<file path="src/rtl/smartbin_ctrl.sv">
// smartbin_ctrl: level-driven pump sequencer. The su/lh/ll pins are synchronised and
// debounced, then a Moore FSM drives the motor, the level flags and the alarm.
// Ports: clk, rst_n (async, active-low); su/lh/ll raw pins (enable, high level, low level);
//        m motor run, fh filtered high, fl below-low flag, a alarm, st[1:0] state code.
// Optional: define SMARTBIN_MIN_OFF_EN to enforce MIN_OFF idle cycles after each fill.
module smartbin_ctrl #(
  parameter int DEB_CYCLES = 4,
  parameter int TIMEOUT    = 200,
  parameter int MIN_OFF    = 16
) (
  input  logic       clk,
  input  logic       rst_n,
  input  logic       su,
  input  logic       lh,
  input  logic       ll,
  output logic       m,
  output logic       fh,
  output logic       fl,
  output logic       a,
  output logic [1:0] st
);

  if (DEB_CYCLES < 1 || DEB_CYCLES > 255 ||
      TIMEOUT < 1 || TIMEOUT > 65535 ||
      MIN_OFF < 0 || MIN_OFF > 65535) begin : g_bad_param
    $error("smartbin_ctrl: parameter out of range");
  end

  typedef enum logic [1:0] {
    IDLE  = 2'd0,
    MON   = 2'd1,
    FILL  = 2'd2,
    FAULT = 2'd3
  } state_t;

  localparam logic [7:0]  DEB_LAST = 8'(DEB_CYCLES - 1);
  localparam logic [15:0] TO_LAST  = 16'(TIMEOUT - 1);

  // bit 0 = su, bit 1 = lh, bit 2 = ll
  logic [2:0] raw;
  logic [2:0] s1;
  logic [2:0] s2;
  logic [2:0] filt;

  assign raw = {ll, lh, su};

  always_ff @(posedge clk or negedge rst_n) begin
    if (!rst_n) begin
      s1 <= '0;
      s2 <= '0;
    end else begin
      s1 <= raw;
      s2 <= s1;
    end
  end

  // The filter flips only after DEB_CYCLES consecutive disagreeing samples;
  // any agreeing sample restarts the count.
  for (genvar i = 0; i < 3; i++) begin : g_deb
    logic [7:0] cnt;

    always_ff @(posedge clk or negedge rst_n) begin
      if (!rst_n) begin
        cnt     <= '0;
        filt[i] <= 1'b0;
      end else if (s2[i] == filt[i]) begin
        cnt <= '0;
      end else if (cnt == DEB_LAST) begin
        cnt     <= '0;
        filt[i] <= s2[i];
      end else begin
        cnt <= cnt + 8'd1;
      end
    end
  end

  logic su_f;
  logic lh_f;
  logic ll_f;
  logic inv;

  assign su_f = filt[0];
  assign lh_f = filt[1];
  assign ll_f = filt[2];
  assign inv  = lh_f & ~ll_f;

  state_t      state;
  state_t      state_n;
  logic [15:0] timer;
  logic [15:0] timer_n;
  logic        fill_ok;

`ifdef SMARTBIN_MIN_OFF_EN
  localparam logic [15:0] OFF_LOAD = 16'(MIN_OFF);

  logic [15:0] off;
  logic        load_off;

  assign fill_ok = (off == 16'd0);

  always_ff @(posedge clk or negedge rst_n) begin
    if (!rst_n) begin
      off <= '0;
    end else if (state_n == IDLE) begin
      off <= '0;
    end else if (load_off) begin
      off <= OFF_LOAD;
    end else if (off != 16'd0) begin
      off <= off - 16'd1;
    end
  end
`else
  assign fill_ok = 1'b1;
`endif

  always_comb begin
    state_n = state;
    timer_n = timer;
`ifdef SMARTBIN_MIN_OFF_EN
    load_off = 1'b0;
`endif
    unique case (state)
      IDLE: begin
        if (su_f) state_n = MON;
      end
      MON: begin
        if (inv) begin
          state_n = FAULT;
        end else if (!su_f) begin
          state_n = IDLE;
        end else if (!ll_f && fill_ok) begin
          state_n = FILL;
          timer_n = '0;
        end
      end
      FILL: begin
        if (inv) begin
          state_n = FAULT;
        end else if (timer == TO_LAST && !lh_f) begin
          state_n = FAULT;
        end else if (lh_f) begin
          state_n = MON;
`ifdef SMARTBIN_MIN_OFF_EN
          load_off = 1'b1;
`endif
        end else if (!su_f) begin
          state_n = IDLE;
        end else if (timer != 16'hFFFF) begin
          timer_n = timer + 16'd1;
        end
      end
      FAULT: begin
        if (!su_f) state_n = IDLE;
      end
      default: state_n = IDLE;
    endcase
  end

  always_ff @(posedge clk or negedge rst_n) begin
    if (!rst_n) begin
      state <= IDLE;
      timer <= '0;
    end else begin
      state <= state_n;
      timer <= timer_n;
    end
  end

  // Decoded from registers only, so reset clears m/a without waiting for a clock.
  assign m  = (state == FILL);
  assign a  = (state == FAULT);
  assign st = state;
  assign fh = lh_f;
  assign fl = ~ll_f;

endmodule

</file>
<file path="config.mk">
export PLATFORM = sky130hd
export DESIGN_NAME = smartbin_ctrl
export DESIGN_NICKNAME = d
export VERILOG_FILES = /design/src/rtl/smartbin_ctrl.sv
export SDC_FILE = /design/constraint.sdc
export NUM_CORES = 1
export LEC_CHECK = 0
export BUFFER_PORTS_ARGS = -buffer_cell sky130_fd_sc_hd__buf_4
export CELL_PAD_IN_SITES_DETAIL_PLACEMENT = 0
export CELL_PAD_IN_SITES_GLOBAL_PLACEMENT = 1
export CORE_MARGIN = 2
export CORE_UTILIZATION = 45
export CTS_CLUSTER_DIAMETER = 200
export CTS_CLUSTER_SIZE = 30
export DETAILED_ROUTE_END_ITERATION = 12
export PLACE_DENSITY_LB_ADDON = 0.3
export SLEW_MARGIN = 0
export SYNTH_ARGS = -nofsm -noshare
export SYNTH_HDL_FRONTEND = slang
export SYNTH_SLANG_ARGS = --single-unit
</file>
<file path="constraint.sdc">
create_clock -name clk -period 3.64 [get_ports clk]
set_clock_uncertainty 0.05 [all_clocks]
set_input_delay 0.364 -clock clk [delete_from_list [all_inputs] [get_ports clk]]
set_output_delay 0.364 -clock clk [all_outputs]
set_load 0.01 [all_outputs]
</file>
==> qor.yml, run 1 <==
grt_max_degree: 52
synth-edff-count: 0
grt_util_all_layers: 0.164
place_inst: 332
min_path_type: "input pin to async pin"
criticalPathCategory: "flop to flop"
met2_usage: 0.250
relSlewSlack: 0.477
start_util: 0.469
hold_viol: 0
dieHeight_um: 80.0
ctsHoldBuffers: 0
rsz0062_at_grt: "false"
yosysWarnings: 0
rows: 27
routed_wl_um: 4630
r2r_end: "timer[15]"
drt-vias-per-instance: 5.58
cts_buffers: 5
htreeDepth: 2
leakage_nw: 1.30
ys_types: 46
worstSetupStartpoint: "st[1]"
drt_pass1_iterations: 4
ir_drop_mv: 0.275
grt_overflow: 0
die_area_sq_mm: 0.00640
grtUsageMet1: 0.231
clk_path_buf_depth: 2
fillCellCount: 534
first_iter_violations: 86
synthTopCellsByArea: "dfrtp_1 (49%), xor2_1 (6.4%), ha_1 (4.3%), nand3_1 (4.2%), nor2_1 (4.0%)"
worst_slew_pin_slew_ns: 0.782
wl_per_cell_um: 13.6
required_ns: 3.82
final_antenna_net_count: 0
core_area_sq_mm: 0.00554
p_per_area_mw_per_mm2: 574
synth.yosys.seq_area_share: 0.491
syn_inst: 252
diodes: 0
clk_pin_slew_ns: 0.09
io_pins: 11
stdcell_count: 340
die_x_um: 80.0
antenna_found_initial: 0
cts_setup_buffers: 0
root_buffer: "clkbuf_8"
fin_crit_ns: 2.64
path_max_fanout: 21
placement.io_buffers: 10
critPathArrivalTime_ns: 2.82
drive_gt1_frac: 0.112
async_reset_ff_frac: 1.00
syn2layout_area_growth_pct: 9.05
synthesis.area_sq_mm: 0.00260
drcViolationCount: 0
vias: 1896
synth-seq-cells: 51
cp-start-kind: "flop"
max_freq_ghz: 0.379
ctsResizeCount: 0
rr_startpoint: "st[1]"
worst_setup_path_end_kind: "flop"
grt_pass1_wl_um: 8270
grt_pass1_vias: 1759
setup_tns_ns: 0
grt_busiest_layer: "met2"
synth_nets: 266
final_max_slew_viol_count: 0
outcome: "finished clean"
dp_hpwl_um: 3240
clock_latency_ns: 0.30
ys.flop_type: "dfrtp_1"
use_met3: 0.0305
rrSetupSlack_ns: 1.0
routabilityCongestion: 0.836
finalSetupViolCount: 0
nets: 281
synth_top_cell_by_area: "dfrtp_1"
maxCapViolations: 0
synth_top_area_frac: 0.491
syn_avg_cell_area_sq_um: 10.3
cts_sinks: 51
reg2reg_depth: 7
cts_tree: "yes"
finalCritPeriodShare: 0.725
[logic make-up (layout without fill, tap and decap cells)]
kind of cell | count (synthesis) | after routing | synth area share
buffers and inverters | 10 | 26 | 0.0217
AND/OR/NAND/NOR | 121 | 121 | 0.249
adder cells (fa/ha/maj) | 9 | 9 | 0.0433
flip-flops | 51 | 51 | 0.491
XOR/XNOR | 22 | 22 | 0.0741
multiplexers | 6 | 6 | 0.0255
AO/OA/AOI/OAI | 33 | 33 | 0.0953
[layout by cell type, fill, tap and decap left out, types with 6 or more instances in the layout]
cell / instances
buf_4: 11
nor2_1: 28
dfrtp_1: 51
inv_1: 6
ha_1: 9
a21oi_1: 9
xor2_1: 19
and3_1: 15
nor4_1: 8
nand3_1: 22
nand2_1: 17
[critical path, stage by stage, from the launching register on]
cell and delay, ns:
dfrtp_1 0.46, inv_1 0.12, ha_1 0.28, inv_1 0.07, a2111oi_4 0.45, o211ai_2 0.43, or4_1 0.58, a21oi_1 0.15
[metrics by stage]
step / power, W / area [sq um] / hold slack (ns) / utilization / worst slack [ns]
detailed placement: 0.00132 / 2740 / 0.287 / 0.495 / 1.00
global route: 0.00177 / 2830 / 0.0711 / 0.512 / 0.789
CTS: 0.00165 / 2830 / 0.0457 / 0.512 / 1.00
global placement: 0.00132 / 2740 / 0.286 / 0.495 / 1.07
finish: 0.00163 / 2830 / 0.00820 / 0.512 / 0.999
floorplan: 0.00115 / 2600 / 0.0184 / - / 1.31
[registers in the layout, indices dropped and copies added (netlist names)]
name,count
fh,1
g_deb.cnt,24
ll_f,1
s1,3
s2,3
st,2
su_f,1
timer,16
[cells in the mapped netlist (3+ instances only)]
cell	instances
and3_1	15
nand3b_1	5
a21oi_1	9
nand2_1	17
ha_1	9
or3_1	4
o21ai_0	5
xor2_1	19
nor4_1	8
inv_1	6
mux2_2	5
a211o_1	4
nand3_1	22
nand4_1	3
o31ai_1	4
nor3_1	3
nor2_1	28
dfrtp_1	51
xnor2_1	3
or4_1	3
[layer usage]
| layer | share of wire | wire length [um] |
|---|---|---|
| met4 | 0.016 | 73 |
| met1 | 0.50 | 2320 |
| met2 | 0.44 | 2050 |
| met3 | 0.039 | 180 |
| met5 | 0 | 0 |
[power by group]
group / internal, W / switching, W
registers: 0.000638 / 0.000108
clock network: 0.000139 / 0.000189
logic: 0.000222 / 0.000330
total: 0.000999 / 0.000628
[layout make-up]
| type | count | area, sq um | share of cell area |
|---|---|---|---|
| clock buffers | 5 | 68.8 | 0.0243 |
| clock inverters | 3 | 23.8 | 0.00839 |
| inverters | 7 | 26.3 | 0.00927 |
| multi-input cells | 191 | 1270 | 0.447 |
| flip-flops and latches | 51 | 1280 | 0.450 |
| well taps | 72 | 90.1 | 0.0318 |
| repair buffers | 11 | 82.6 | 0.0291 |
[how the worst max path moves through the flow]
stage          slack (ns)  cells past startpoint   endpoint
2_1_floorplan        1.31                      8  timer[13]
3_3_place_gp         1.07                      7  timer[13]
3_5_place_dp         1.00                      7  timer[10]
4_1_cts              1.00                      7  timer[10]
5_1_grt              0.79                      7  timer[15]
6_report              1.0                      7  timer[15]
Note: power is estimated with default switching activity, not from simulation.
==> inputs of run 2 (changes only) <==
clock period = 2.65 ns   (was 3.64 ns; I/O delays follow)
==> run 2 against run 1 <==
Against the previous run:
- cell count up 2.4%
- power up 42%
- global-route usage up 0.41 points
- first-iteration DRC count down 38%
- sequential power up 37%
- worst setup slack worse by 0.70 ns
- clock power up 48%
- maximum frequency up 12%
- core utilization up 1.4 points
- via count up 0.37%
- combinational power up 46%
- highest routed layer unchanged
==> qor.yml, run 2 (synthesis results as in run 1) <==
core_area_sq_mm: 0.00554
rsz0062_at_grt: "false"
fillCellCount: 511
min_to: "s2[2]"
syn2layout_area_growth_pct: 11.9
reg2reg_depth: 8
finalSetupViolCount: 0
ctsResizeCount: 0
top_regs: "g_deb.cnt x24, timer x16"
cts_tree: "yes"
start_util: 0.469
critPathArrivalTime_ns: 2.55
final_max_slew_viol_count: 0
leakage_nw: 1.34
rows: 27
largest_register: "g_deb.cnt"
final_antenna_net_count: 0
die_x_um: 80.0
drt_pass1_iterations: 4
worstHoldPathCells: 0
placement.io_buffers: 10
max_freq_ghz: 0.425
relSlewSlack: 0.583
cp-start-kind: "flop"
critPathSlowestCell: "dfrtp_1"
root_buffer: "clkbuf_8"
dieHeight_um: 80.0
min_path_type: "flop to flop"
drive_gt1_frac: 0.123
io_pins: 11
routed_wl_um: 4830
crit_path_frequent_cell: "inv_1"
htreeDepth: 2
drcViolationCount: 0
dp_hpwl_um: 3310
outcome: "finished clean"
setup_slack_ns: 0.296
path_cells: "inv_1, ha_1, inv_1, a2111oi_4, o211ai_2, buf_4, or3_1, a21oi_1"
grt_max_degree: 52
nets: 289
cts_sinks: 51
cts_setup_buffers: 0
p_per_area_mw_per_mm2: 794
grt_overflow: 0
first_iter_violations: 53
most-common-layout-cells: "dfrtp_1 (51), nor2_1 (28), nand3_1 (22), xor2_1 (19), nand2_1 (17)"
wl_per_cell_um: 13.9
final_common_cell: "dfrtp_1"
rr_startpoint: "st[0]"
setup_tns_ns: 0
cts_buffers: 5
path_max_fanout: 13
maxCapViolations: 0
hold_viol: 0
hold_path_startpoint: "s1[2]"
worst_slew_pin_slew_ns: 0.626
routabilityCongestion: 0.816
drt-vias-per-instance: 5.47
max_stage_delay_ns: 0.43
clock_latency_ns: 0.32
diodes: 0
fin_crit_ns: 2.35
finalCritPeriodShare: 0.888
ir_drop_mv: 0.393
r2r_end: "timer[3]"
die_area_sq_mm: 0.00640
antenna_found_initial: 0
required_ns: 2.85
clk_path_buf_depth: 2
place_ws_ns: 0.308
criticalPathCategory: "flop to flop"
grt_pass1_vias: 1834
ctsHoldBuffers: 4
clk_pin_slew_ns: 0.10
grt_pass1_wl_um: 8450
grt_util_all_layers: 0.168
largest_reg_flops: 24
vias: 1903
rrSetupSlack_ns: 0.30
worst_setup_path_end_kind: "flop"
-- run 2: worst max path at each step --
stage               start   endpoint  slack [ns]  cells past startpoint
detailed placement  st[0]   timer[3]        0.31                      8
floorplan           st[1]  timer[13]        0.32                      8
CTS                 st[0]   timer[3]        0.29                      8
global placement    st[0]   timer[5]        0.35                      8
global route        st[0]   timer[5]        0.06                      8
finish              st[0]   timer[3]        0.30                      8
-- run 2: layout make-up --
class | count | area (sq um) | area share
Clock buffer | 5 | 68.8 | 0.0237
Clock inverter | 3 | 28.8 | 0.00989
Inverter | 7 | 26.3 | 0.00903
Multi-Input combinational cell | 191 | 1270 | 0.435
Sequential cell | 51 | 1280 | 0.439
Tap cell | 72 | 90.1 | 0.0310
Timing Repair Buffer | 19 | 153 | 0.0525
-- run 2: through the flow --
step | cell area, sq um | instances | hold slack [ns] | power (W) | utilization
CTS | 2910 | 348 | 0.310 | 0.00234 | 0.525
floorplan | 2600 | 252 | -0.0806 | 0.00158 | -
detailed placement | 2770 | 336 | 0.287 | 0.00184 | 0.500
global route | 2910 | 348 | 0.317 | 0.00248 | 0.525
finish | 2910 | 348 | 0.306 | 0.00231 | 0.525
global placement | 2770 | 336 | 0.282 | 0.00184 | 0.500
-- run 2: report_power, final --
part | switching [W] | internal, W | leakage (nW) | total (W)
clock network | 0.000288 | 0.000196 | 0.0502 | 0.000484
registers | 0.000144 | 0.000877 | 0.682 | 0.00102
logic | 0.000472 | 0.000333 | 0.611 | 0.000805
total | 0.000904 | 0.00141 | 1.34 | 0.00231
-- run 2: critical path, delay by kind of cell, from the launching register on --
kind | cells | cell delay [ns]
flip-flops | 1 | 0.43
AO/OA/AOI/OAI | 3 | 0.75
buffers and inverters | 3 | 0.43
AND/OR/NAND/NOR | 1 | 0.34
adder cells (fa/ha/maj) | 1 | 0.28
-- run 2: routing by layer --
layer,up-vias,wire length [um],global-route usage
met5,-,0,0
met4,0,59,0.0559
met3,4,145,0.0419
met2,18,2140,0.258
met1,920,2480,0.234
li1,961,-,-
